--- config.mk ---
export PLATFORM = sky130hd
export DESIGN_NAME = cl_crc_stream
export DESIGN_NICKNAME = d
export VERILOG_FILES = /design/src/rtl/cl_crc_stream.sv
export SDC_FILE = /design/constraint.sdc
export NUM_CORES = 1
export LEC_CHECK = 0
export BUFFER_PORTS_ARGS = -buffer_cell sky130_fd_sc_hd__buf_2
export CAP_MARGIN = 20
export CORE_ASPECT_RATIO = 0.9
export CORE_UTILIZATION = 40
export CTS_CLUSTER_DIAMETER = 200
export DETAILED_ROUTE_END_ITERATION = 7
export PLACE_DENSITY = 0.62
export SLEW_MARGIN = 20
export SYNTH_ARGS = -nofsm -noshare
export SYNTH_HDL_FRONTEND = slang
export SYNTH_SLANG_ARGS = --single-unit
--- constraint.sdc ---
create_clock -name clk -period 11.14 [get_ports clk]
set_input_delay 0.557 -clock clk [delete_from_list [all_inputs] [get_ports clk]]
set_output_delay 0.557 -clock clk [all_outputs]
set_load 0.01 [all_outputs]
--- src/rtl/cl_crc_stream.sv ---
// Purpose  : inline streaming CRC engine; APPEND adds CRC trailer beats, CHECK verifies residue.
// Latency  : 1 cycle input-to-output through a single output register.
// Backpress: s_ready drops while the output register is stalled or trailer beats are being emitted.
//
// Ports: clk/rst_n (async active-low); mode (0=APPEND, 1=CHECK, sampled on first beat);
//        s_valid/s_ready/s_data/s_keep/s_last input stream; m_valid/m_ready/m_data/m_keep/m_last
//        output stream; crc_value/crc_done/crc_err report the final CRC of each frame.
// Optional: define CL_CRC_STREAM_STATS_EN to add saturating frame_cnt/err_cnt outputs.
module cl_crc_stream #(
  parameter int          DATA_W  = 32,
  parameter int          CRC_W   = 32,
  parameter logic [31:0] POLY    = 32'h04C11DB7,
  parameter logic [31:0] INIT    = 32'hFFFFFFFF,
  parameter logic [31:0] XOR_OUT = 32'hFFFFFFFF,
  parameter int          REFLECT = 1,
  parameter logic [31:0] RESIDUE = 32'h2144DF1C
) (
  input  logic                clk,
  input  logic                rst_n,
  input  logic                mode,
  input  logic                s_valid,
  output logic                s_ready,
  input  logic [DATA_W-1:0]   s_data,
  input  logic [DATA_W/8-1:0] s_keep,
  input  logic                s_last,
  output logic                m_valid,
  input  logic                m_ready,
  output logic [DATA_W-1:0]   m_data,
  output logic [DATA_W/8-1:0] m_keep,
  output logic                m_last,
  output logic [CRC_W-1:0]    crc_value,
  output logic                crc_done,
  output logic                crc_err
`ifdef CL_CRC_STREAM_STATS_EN
  ,
  output logic [31:0]         frame_cnt,
  output logic [31:0]         err_cnt
`endif
);

  localparam int NB  = DATA_W / 8;
  localparam int CB  = CRC_W / 8;
  localparam int NT  = (CRC_W + DATA_W - 1) / DATA_W;
  localparam int TW  = NT * DATA_W;
  localparam int TCW = (NT > 1) ? $clog2(NT) : 1;
  localparam int REM = CB % NB;

  localparam logic [CRC_W-1:0] POLY_C = POLY[CRC_W-1:0];
  localparam logic [CRC_W-1:0] INIT_C = INIT[CRC_W-1:0];
  localparam logic [CRC_W-1:0] XOR_C  = XOR_OUT[CRC_W-1:0];
  localparam logic [CRC_W-1:0] RES_C  = RESIDUE[CRC_W-1:0];

  localparam logic [NB-1:0] KEEP_FULL = '1;
  // Last trailer beat only carries the CRC bytes left over after full beats.
  localparam logic [NB-1:0] KEEP_LAST = (REM == 0) ? KEEP_FULL : (KEEP_FULL >> (NB - REM));

  typedef enum logic [1:0] {IDLE, DATA, TRAILER} state_t;

  state_t           state;
  logic [CRC_W-1:0] crc_q;
  logic [CRC_W-1:0] final_q;
  logic             mode_q;
  logic [TCW-1:0]   tcnt;

  logic             load_ok;
  logic             acc;
  logic             eff_mode;
  logic             last_trl;
  logic [CRC_W-1:0] crc_next;
  logic [CRC_W-1:0] fin_next;
  logic [TW-1:0]    trl_vec;
  logic [DATA_W-1:0] trl_beat;
  logic             done_evt;
  logic             err_evt;

  // One byte through a bit-serial MSB-first update. Reflected CRCs are handled by
  // reversing the input byte here and the register at finalisation.
  function automatic logic [CRC_W-1:0] crc_byte(input logic [CRC_W-1:0] c, input logic [7:0] b);
    logic [CRC_W-1:0] r;
    logic [7:0]       d;
    logic             fb;
    r = c;
    d = b;
    if (REFLECT != 0) begin
      for (int i = 0; i < 8; i++) d[i] = b[7-i];
    end
    for (int i = 7; i >= 0; i--) begin
      fb = r[CRC_W-1] ^ d[i];
      r  = r << 1;
      if (fb) r = r ^ POLY_C;
    end
    return r;
  endfunction

  function automatic logic [CRC_W-1:0] crc_fin(input logic [CRC_W-1:0] r);
    logic [CRC_W-1:0] o;
    o = r;
    if (REFLECT != 0) begin
      for (int i = 0; i < CRC_W; i++) o[i] = r[CRC_W-1-i];
    end
    return o ^ XOR_C;
  endfunction

  assign load_ok  = !m_valid || m_ready;
  assign s_ready  = (state != TRAILER) && load_ok;
  assign acc      = s_valid && s_ready;
  // Mode is captured on the first beat; later changes inside the frame are ignored.
  assign eff_mode = (state == IDLE) ? mode : mode_q;
  assign last_trl = (tcnt == TCW'(NT - 1));

  // Unrolled per-byte update over enabled bytes only, byte 0 first.
  always_comb begin
    crc_next = (state == IDLE) ? INIT_C : crc_q;
    for (int k = 0; k < NB; k++) begin
      if (s_keep[k]) crc_next = crc_byte(crc_next, s_data[8*k +: 8]);
    end
    fin_next = crc_fin(crc_next);
  end

  always_comb begin
    trl_vec = '0;
    trl_vec[CRC_W-1:0] = final_q;
    trl_beat = trl_vec[int'(tcnt)*DATA_W +: DATA_W];
  end

  assign done_evt = (acc && s_last && eff_mode) ||
                    ((state == TRAILER) && load_ok && (tcnt == '0));
  assign err_evt  = acc && s_last && eff_mode && (fin_next != RES_C);

  always_ff @(posedge clk or negedge rst_n) begin
    if (!rst_n) begin
      state     <= IDLE;
      crc_q     <= INIT_C;
      final_q   <= '0;
      mode_q    <= 1'b0;
      tcnt      <= '0;
      m_valid   <= 1'b0;
      m_data    <= '0;
      m_keep    <= '0;
      m_last    <= 1'b0;
      crc_value <= '0;
      crc_done  <= 1'b0;
      crc_err   <= 1'b0;
    end else begin
      crc_done <= done_evt;
      crc_err  <= err_evt;
      if (m_valid && m_ready) m_valid <= 1'b0;
      case (state)
        IDLE, DATA: begin
          if (acc) begin
            m_valid <= 1'b1;
            m_data  <= s_data;
            m_keep  <= s_keep;
            if (state == IDLE) mode_q <= mode;
            if (s_last) begin
              crc_q <= INIT_C;
              if (eff_mode) begin
                m_last    <= 1'b1;
                crc_value <= fin_next;
                state     <= IDLE;
              end else begin
                // Trailer always starts a fresh beat, never merged into this one.
                m_last  <= 1'b0;
                final_q <= fin_next;
                tcnt    <= '0;
                state   <= TRAILER;
              end
            end else begin
              m_last <= 1'b0;
              crc_q  <= crc_next;
              state  <= DATA;
            end
          end
        end
        TRAILER: begin
          if (load_ok) begin
            m_valid <= 1'b1;
            m_data  <= trl_beat;
            m_keep  <= last_trl ? KEEP_LAST : KEEP_FULL;
            m_last  <= last_trl;
            if (tcnt == '0) crc_value <= final_q;
            if (last_trl) begin
              // Leaving as the last trailer beat loads lets the next frame start next cycle.
              tcnt  <= '0;
              state <= IDLE;
            end else begin
              tcnt <= tcnt + TCW'(1);
            end
          end
        end
        default: state <= IDLE;
      endcase
    end
  end

`ifdef CL_CRC_STREAM_STATS_EN
  always_ff @(posedge clk or negedge rst_n) begin
    if (!rst_n) begin
      frame_cnt <= '0;
      err_cnt   <= '0;
    end else begin
      if (done_evt && (frame_cnt != 32'hFFFFFFFF)) frame_cnt <= frame_cnt + 32'd1;
      if (err_evt && (err_cnt != 32'hFFFFFFFF)) err_cnt <= err_cnt + 32'd1;
    end
  end
`endif

endmodule

==> impl_metrics.toml, run 1 <==
[status]
status = "finished, final reports clean"

[floorplanning]
row_count = 63
die_x_um = 195
die_h_um = 176
initial_core_util_pct = 40.7
core_um2 = 32900
io_pins = 115
fp.dieArea_um2 = 34300

[setup_path]
critPathBufInv = 1
critical_path.max_stage_delay_ns = 0.66
cp_data_arrival_time_ns = 7.74
cp_common_cell = "mux2i_1"
crit_slowest_cell = "or3_1"
endpoint_kind = "register"
crit_chain = "nor2_4 -> buf_4 -> nor2_2 -> xnor2_2 -> mux2i_1 -> or3_1 -> mux2i_1 -> o32a_1 -> a2111o_1 -> or4_4 -> a31oi_4 -> xor2_1 -> xnor3_1 -> xor3_1 -> mux2i_1 -> a221oi_1 -> nand4_1 -> o31a_1"
startpoint_type = "register"
crit_fanout = 56
ff2ff_setup_slack_ns = 3.70
critical_path_class = "register to register"
required_ns = 11.44
cpLargestDelayFamily = "simple AND/OR/NAND/NOR gates"

[logic_synthesis]
syn_area_um2 = 13400
syn_nets = 1563
synth_edf_count = 0
ys.flop_type = "dfrtp_1"
ys_seq_elements = 139
ys_warn_count = 0
syn_avg_cell_area_um2 = 8.81
ys_async_sr_fraction_pct = 100
ys_seq_area_share_pct = 26.2
syn_inst = 1521
ys_types = 106

[detailed_routing]
route.final.wire_length_mm = 47.4
via_count = 12100
drt_iter0_markers = 1343
remaining_drc_errors = 0
drt-wirelength-per-cell_um = 23.8
ant_nets = 0
via_per_inst = 6.05
dr.pass1.iters = 5

[timing]
timing.setup.tns_ns = 0
min_period_over_period_pct = 66.7
setup_ws_ns = 3.70
skew_ns = 0.0118
max_slew.worst_pin.slew_ns = 1.15
slew_headroom_pct = 22.3
slew_viol_final = 0
setup_violations = 0
fmax_ghz = 0.134
finalCriticalPeriod_ns = 7.44
finalHoldViolCount = 0
rsz0062_at_grt = "false"

[finish]
nNetsFinal = 1601
diodes = 0
filler_cell_count = 3285
final_cell_count_no_fill = 1994
drive_above_1_share_pct = 19.5
syn_to_final_growth_pct = 9.79

[global_routing]
antenna_found_initial = 1
grt_pass1_wl_mm = 70.7
grt_max_degree = 80
grt_overflow = 0
grt_util_all_layers_pct = 27.5
grt_pass1_vias = 11200

[run]
maxCapViolations = 0

[clock_tree]
cts_tree = "built"
insertion_delay_ns = 0.43
cts-buffers-inserted = 17
clock_sinks = 139
cts_resized = 0
holdBufCountCts = 0
cts_setup_buffers = 0
ctsLongestPathBuffers = 2
path_clk_slew_ns = 0.06
cts-root-buf = "clkbuf_16"
h-tree-depth = 4

[place]
place_congestion = 0.966
io_buffers = 114
place_ws_ns = 3.62
dp_hpwl_mm = 36.5
dp_cells = 1961

[worst_hold_path]
hp-class = "input port to asynchronous set/reset pin"
[state kept, by name (all words and copies together) (netlist names)]
name	cells
mode_q	1
m_data	32
m_valid	1
crc_q	32
final_q	32
crc_done	1
m_last	1
state	2
crc_err	1
crc_value	32
m_keep	4
[cell type report]
type	count	area [um^2]	area share, %
inverters	10	37.5	0.255
flip-flops and latches	139	3520	23.9
clock inverters	11	81.3	0.553
multi-input cells	1262	9350	63.5
clock buffers	21	483	3.28
repair buffers	129	722	4.91
well taps	422	528	3.59
[worst reg2reg max path: cells and delay by family, from the launching register on]
family          cells  cell delay [ns]
xor+xnor            4             1.35
mux                 3             0.60
simple gates        5             2.11
buf+inv             1             0.56
flops               1             0.62
compound gates      5             2.07
[cell families after synthesis]
family          after synthesis  synth area share [%]
compound gates              419                  21.3
xor+xnor                    251                  22.7
buf+inv                     120                  4.26
flops                       139                  26.2
mux                          85                  6.67
simple gates                507                  18.9
[cell usage after synthesis, types with 23 or more instances]
| cell | n | share of area (%) |
|---|---|---|
| dfstp_2 | 32 | 6.3 |
| dfrtp_1 | 107 | 20 |
| xor2_1 | 43 | 2.8 |
| mux2i_1 | 52 | 3.9 |
| nor2_1 | 128 | 3.6 |
| nand3_1 | 35 | 1.3 |
| xnor3_1 | 31 | 5.2 |
| a211oi_1 | 23 | 1.3 |
| o21ai_0 | 94 | 3.5 |
| and2_1 | 40 | 1.9 |
| xnor2_1 | 145 | 9.5 |
| mux2_2 | 32 | 2.7 |
| clkbuf_1 | 64 | 1.8 |
| nor3_1 | 38 | 1.4 |
| nand2_1 | 139 | 3.9 |
| a21oi_1 | 117 | 4.4 |
[layer usage]
layer,track usage (%),share of wire (%),vias to the layer above
met5,0,0.027,-
met4,9.42,3.3,2
met3,3.88,6.7,77
li1,-,-,5557
met2,41.7,44,475
met1,40.0,46,5962
[cells in the final DEF, fill, tap and decap left out, types with 11 or more instances in the layout]
cell	synthesis	routed
a21o_1	17	17
xor2_1	43	43
mux2i_1	52	52
mux2_2	32	32
or3_1	22	22
buf_2	15	113
nand3_1	35	34
dfrtp_1	107	107
a31oi_1	16	16
clkbuf_16	0	19
o21ai_0	94	94
dfstp_2	32	32
a21oi_1	117	116
o211ai_1	19	19
nor4_1	15	15
nor2_1	128	127
nand2b_1	18	17
nor3_1	38	37
buf_4	11	13
o21a_1	13	13
xnor2_1	145	145
and2_1	40	40
xor3_1	11	11
nand2_1	139	138
a211oi_1	23	23
xnor3_1	31	31
[worst paths after layout]
path,start,endpoint,depth (start not counted)
max,state[1]$_DFFE_PN0P_,crc_err$_DFF_PN0_,18
min,rst_n,crc_value[11]$_DFFE_PN0P_,1
max reg2reg,state[1]$_DFFE_PN0P_,crc_err$_DFF_PN0_,18
min reg2reg,m_data[9]$_DFFE_PN0P_,m_data[9]$_DFFE_PN0P_,2
max in group asynchronous,rst_n,crc_value[29]$_DFFE_PN0P_,2
min in group clk,s_valid,state[0]$_DFFE_PN0P_,2
[per-stage QoR]
step	area (um^2)	utilization [%]	hold slack, ns
after floorplan	13400	-	0.261
after global placement	14100	42.8	0.453
after detailed placement	14100	42.9	0.461
after CTS	14700	44.6	0.193
after global routing	14700	44.7	0.217
final	14700	44.7	0.170
Power of run 1 is not shown: default switching activity piles up to over one toggle a cycle in this logic, so the estimate is an artifact.
==> run 2, diff against run 1 <==
- PLACE_DENSITY: 0.62 -> 0.64
- clock period: 11.14 -> 6.7 ns (I/O delays scaled with it)
==> impl_metrics.toml, run 2 (synthesis gave the netlist of run 1 again) <==
[setup_path]
cp_data_arrival_time_ns = 6.81
startpoint_type = "register"
endpoint_kind = "register"
required_ns = 7.01
crit_fanout = 13
r2r_start = "state[1]$_DFFE_PN0P_"
startpoint = "state[1]$_DFFE_PN0P_"
critical_path_class = "register to register"

[timing]
slew_headroom_pct = 34.1
slew_viol_final = 0
finalHoldViolCount = 0
holdWs_ns = 0.212
setup_violations = 0
fmax_ghz = 0.154
max_slew.worst_pin.slew_ns = 0.984
rsz0062_at_grt = "false"
skew_ns = 0.0121
min_period_over_period_pct = 97.0
timing.setup.tns_ns = 0
finalCriticalPeriod_ns = 6.50

[global_routing]
grt_pass1_wl_mm = 71.4
grt_util_all_layers_pct = 27.9
grt_busiest_layer = "met2"
antenna_found_initial = 0
grt_use_met3_pct = 4.38
met2_usage_pct = 42.0
grt_max_degree = 73
use_met1_pct = 40.8
grt_overflow = 0
grt_pass1_vias = 11400

[floorplanning]
die_x_um = 195
fp.dieArea_um2 = 34300
core_um2 = 32900
initial_core_util_pct = 40.7
die_h_um = 176
row_count = 63
io_pins = 115

[clock_tree]
cts_tree = "built"
insertion_delay_ns = 0.43
ctsLongestPathBuffers = 2
cts_setup_buffers = 0
cts-root-buf = "clkbuf_16"
h-tree-depth = 4
path_clk_slew_ns = 0.07
clock_sinks = 139
cts-buffers-inserted = 17

[detailed_routing]
drt-wirelength-per-cell_um = 23.7
route.final.wire_length_mm = 48.3
drt_iter0_markers = 1267
remaining_drc_errors = 0
via_count = 12300
via_per_inst = 6.03
dr.pass1.iters = 6
ant_nets = 0

[place]
place_congestion = 1.02
place_area_um2 = 14400
io_buffers = 114
dp_hpwl_mm = 37.7

[finish]
layout_common_cells = "xnor2_1 (144), nand2_1 (138), nor2_1 (127)"
diodes = 0
nNetsFinal = 1640
final_common_cell = "xnor2_1"
syn_to_final_growth_pct = 12.7
drive_above_1_share_pct = 21.7
finalInstanceArea_um2 = 15100

[status]
status = "finished, final reports clean"

[worst_hold_path]
hp-class = "input port to register"
hold_start = "s_valid"

[run]
maxCapViolations = 0
run 2: cell types whose count changed in the layout (fill, tap and decap cells not counted), moves of 2 or more:
cell | before | now
inv_4 | 4 | 0
clkinv_4 | 4 | 2
inv_6 | 1 | 4
bufinv_16 | 0 | 3
buf_4 | 13 | 51
clkbuf_16 | 19 | 17
clkinv_1 | 0 | 2
run 2: per-stage QoR:
| stage | cells | utilization (%) | setup slack (ns) |
|---|---|---|---|
| 2_1_floorplan | 1521 | - | 1.05 |
| 3_3_place_gp | 1998 | 43.7 | 0.275 |
| 3_5_place_dp | 1998 | 43.7 | 0.204 |
| 4_1_cts | 2031 | 45.5 | 0.157 |
| 5_1_grt | 2033 | 45.8 | 0.0221 |
| 6_report | 2033 | 45.8 | 0.204 |
run 2: worst paths after layout:
| check | end | slack, ns | depth (start not counted) |
|---|---|---|---|
| max in group asynchronous | m_data[27]$_DFFE_PN0P_ | 4.83 | 3 |
| min in group asynchronous | crc_value[15]$_DFFE_PN0P_ | 0.47 | 2 |
| worst min-delay path | state[0]$_DFFE_PN0P_ | 0.21 | 2 |
| worst min register to register | crc_value[13]$_DFFE_PN0P_ | 0.47 | 1 |
| worst max-delay path | crc_err$_DFF_PN0_ | 0.20 | 18 |
| worst max register to register | crc_err$_DFF_PN0_ | 0.20 | 18 |
run 2: worst max-delay path, cell delays in order (launching register included):
cell and delay, ns:
dfrtp_1 0.64, nor2_4 0.18, buf_4 0.20, nor3_2 0.32
nor4_1 0.11, a211oi_1 0.58, and2_1 0.34, nor3_1 0.10
o32a_1 0.35, a2111o_1 0.39, or4_4 0.56, a31oi_4 0.38
xnor2_1 0.22, xnor3_1 0.53, xor3_1 0.45, mux2_2 0.31
nor4_2 0.26, nand4b_1 0.13, o31a_1 0.31
run 2: layer usage:
| metal | up-vias | wire length, um |
|---|---|---|
| li1 | 5619 | - |
| met4 | 0 | 1520 |
| met3 | 76 | 3900 |
| met5 | - | 0 |
| met2 | 558 | 20900 |
| met1 | 6000 | 22000 |
run 2: area by class of cell:
cell class | instances | area, um^2
Fill cell | 3238 | 17800
Multi-Input combinational cell | 1263 | 9420
Sequential cell | 139 | 3520
Timing Repair Buffer | 167 | 997
Tap cell | 422 | 528
Clock buffer | 18 | 429
Clock inverter | 14 | 168
Inverter | 10 | 37.5
run 2: what timing repair did:
action | 4_1_cts | 5_1_grt
gates resized for setup | 0 | 10
endpoints found under the hold margin | 43 | 0
setup endpoints to repair | 0 | 1
hold buffers | 1 | 0
Power of run 2 is left out for the same reason.
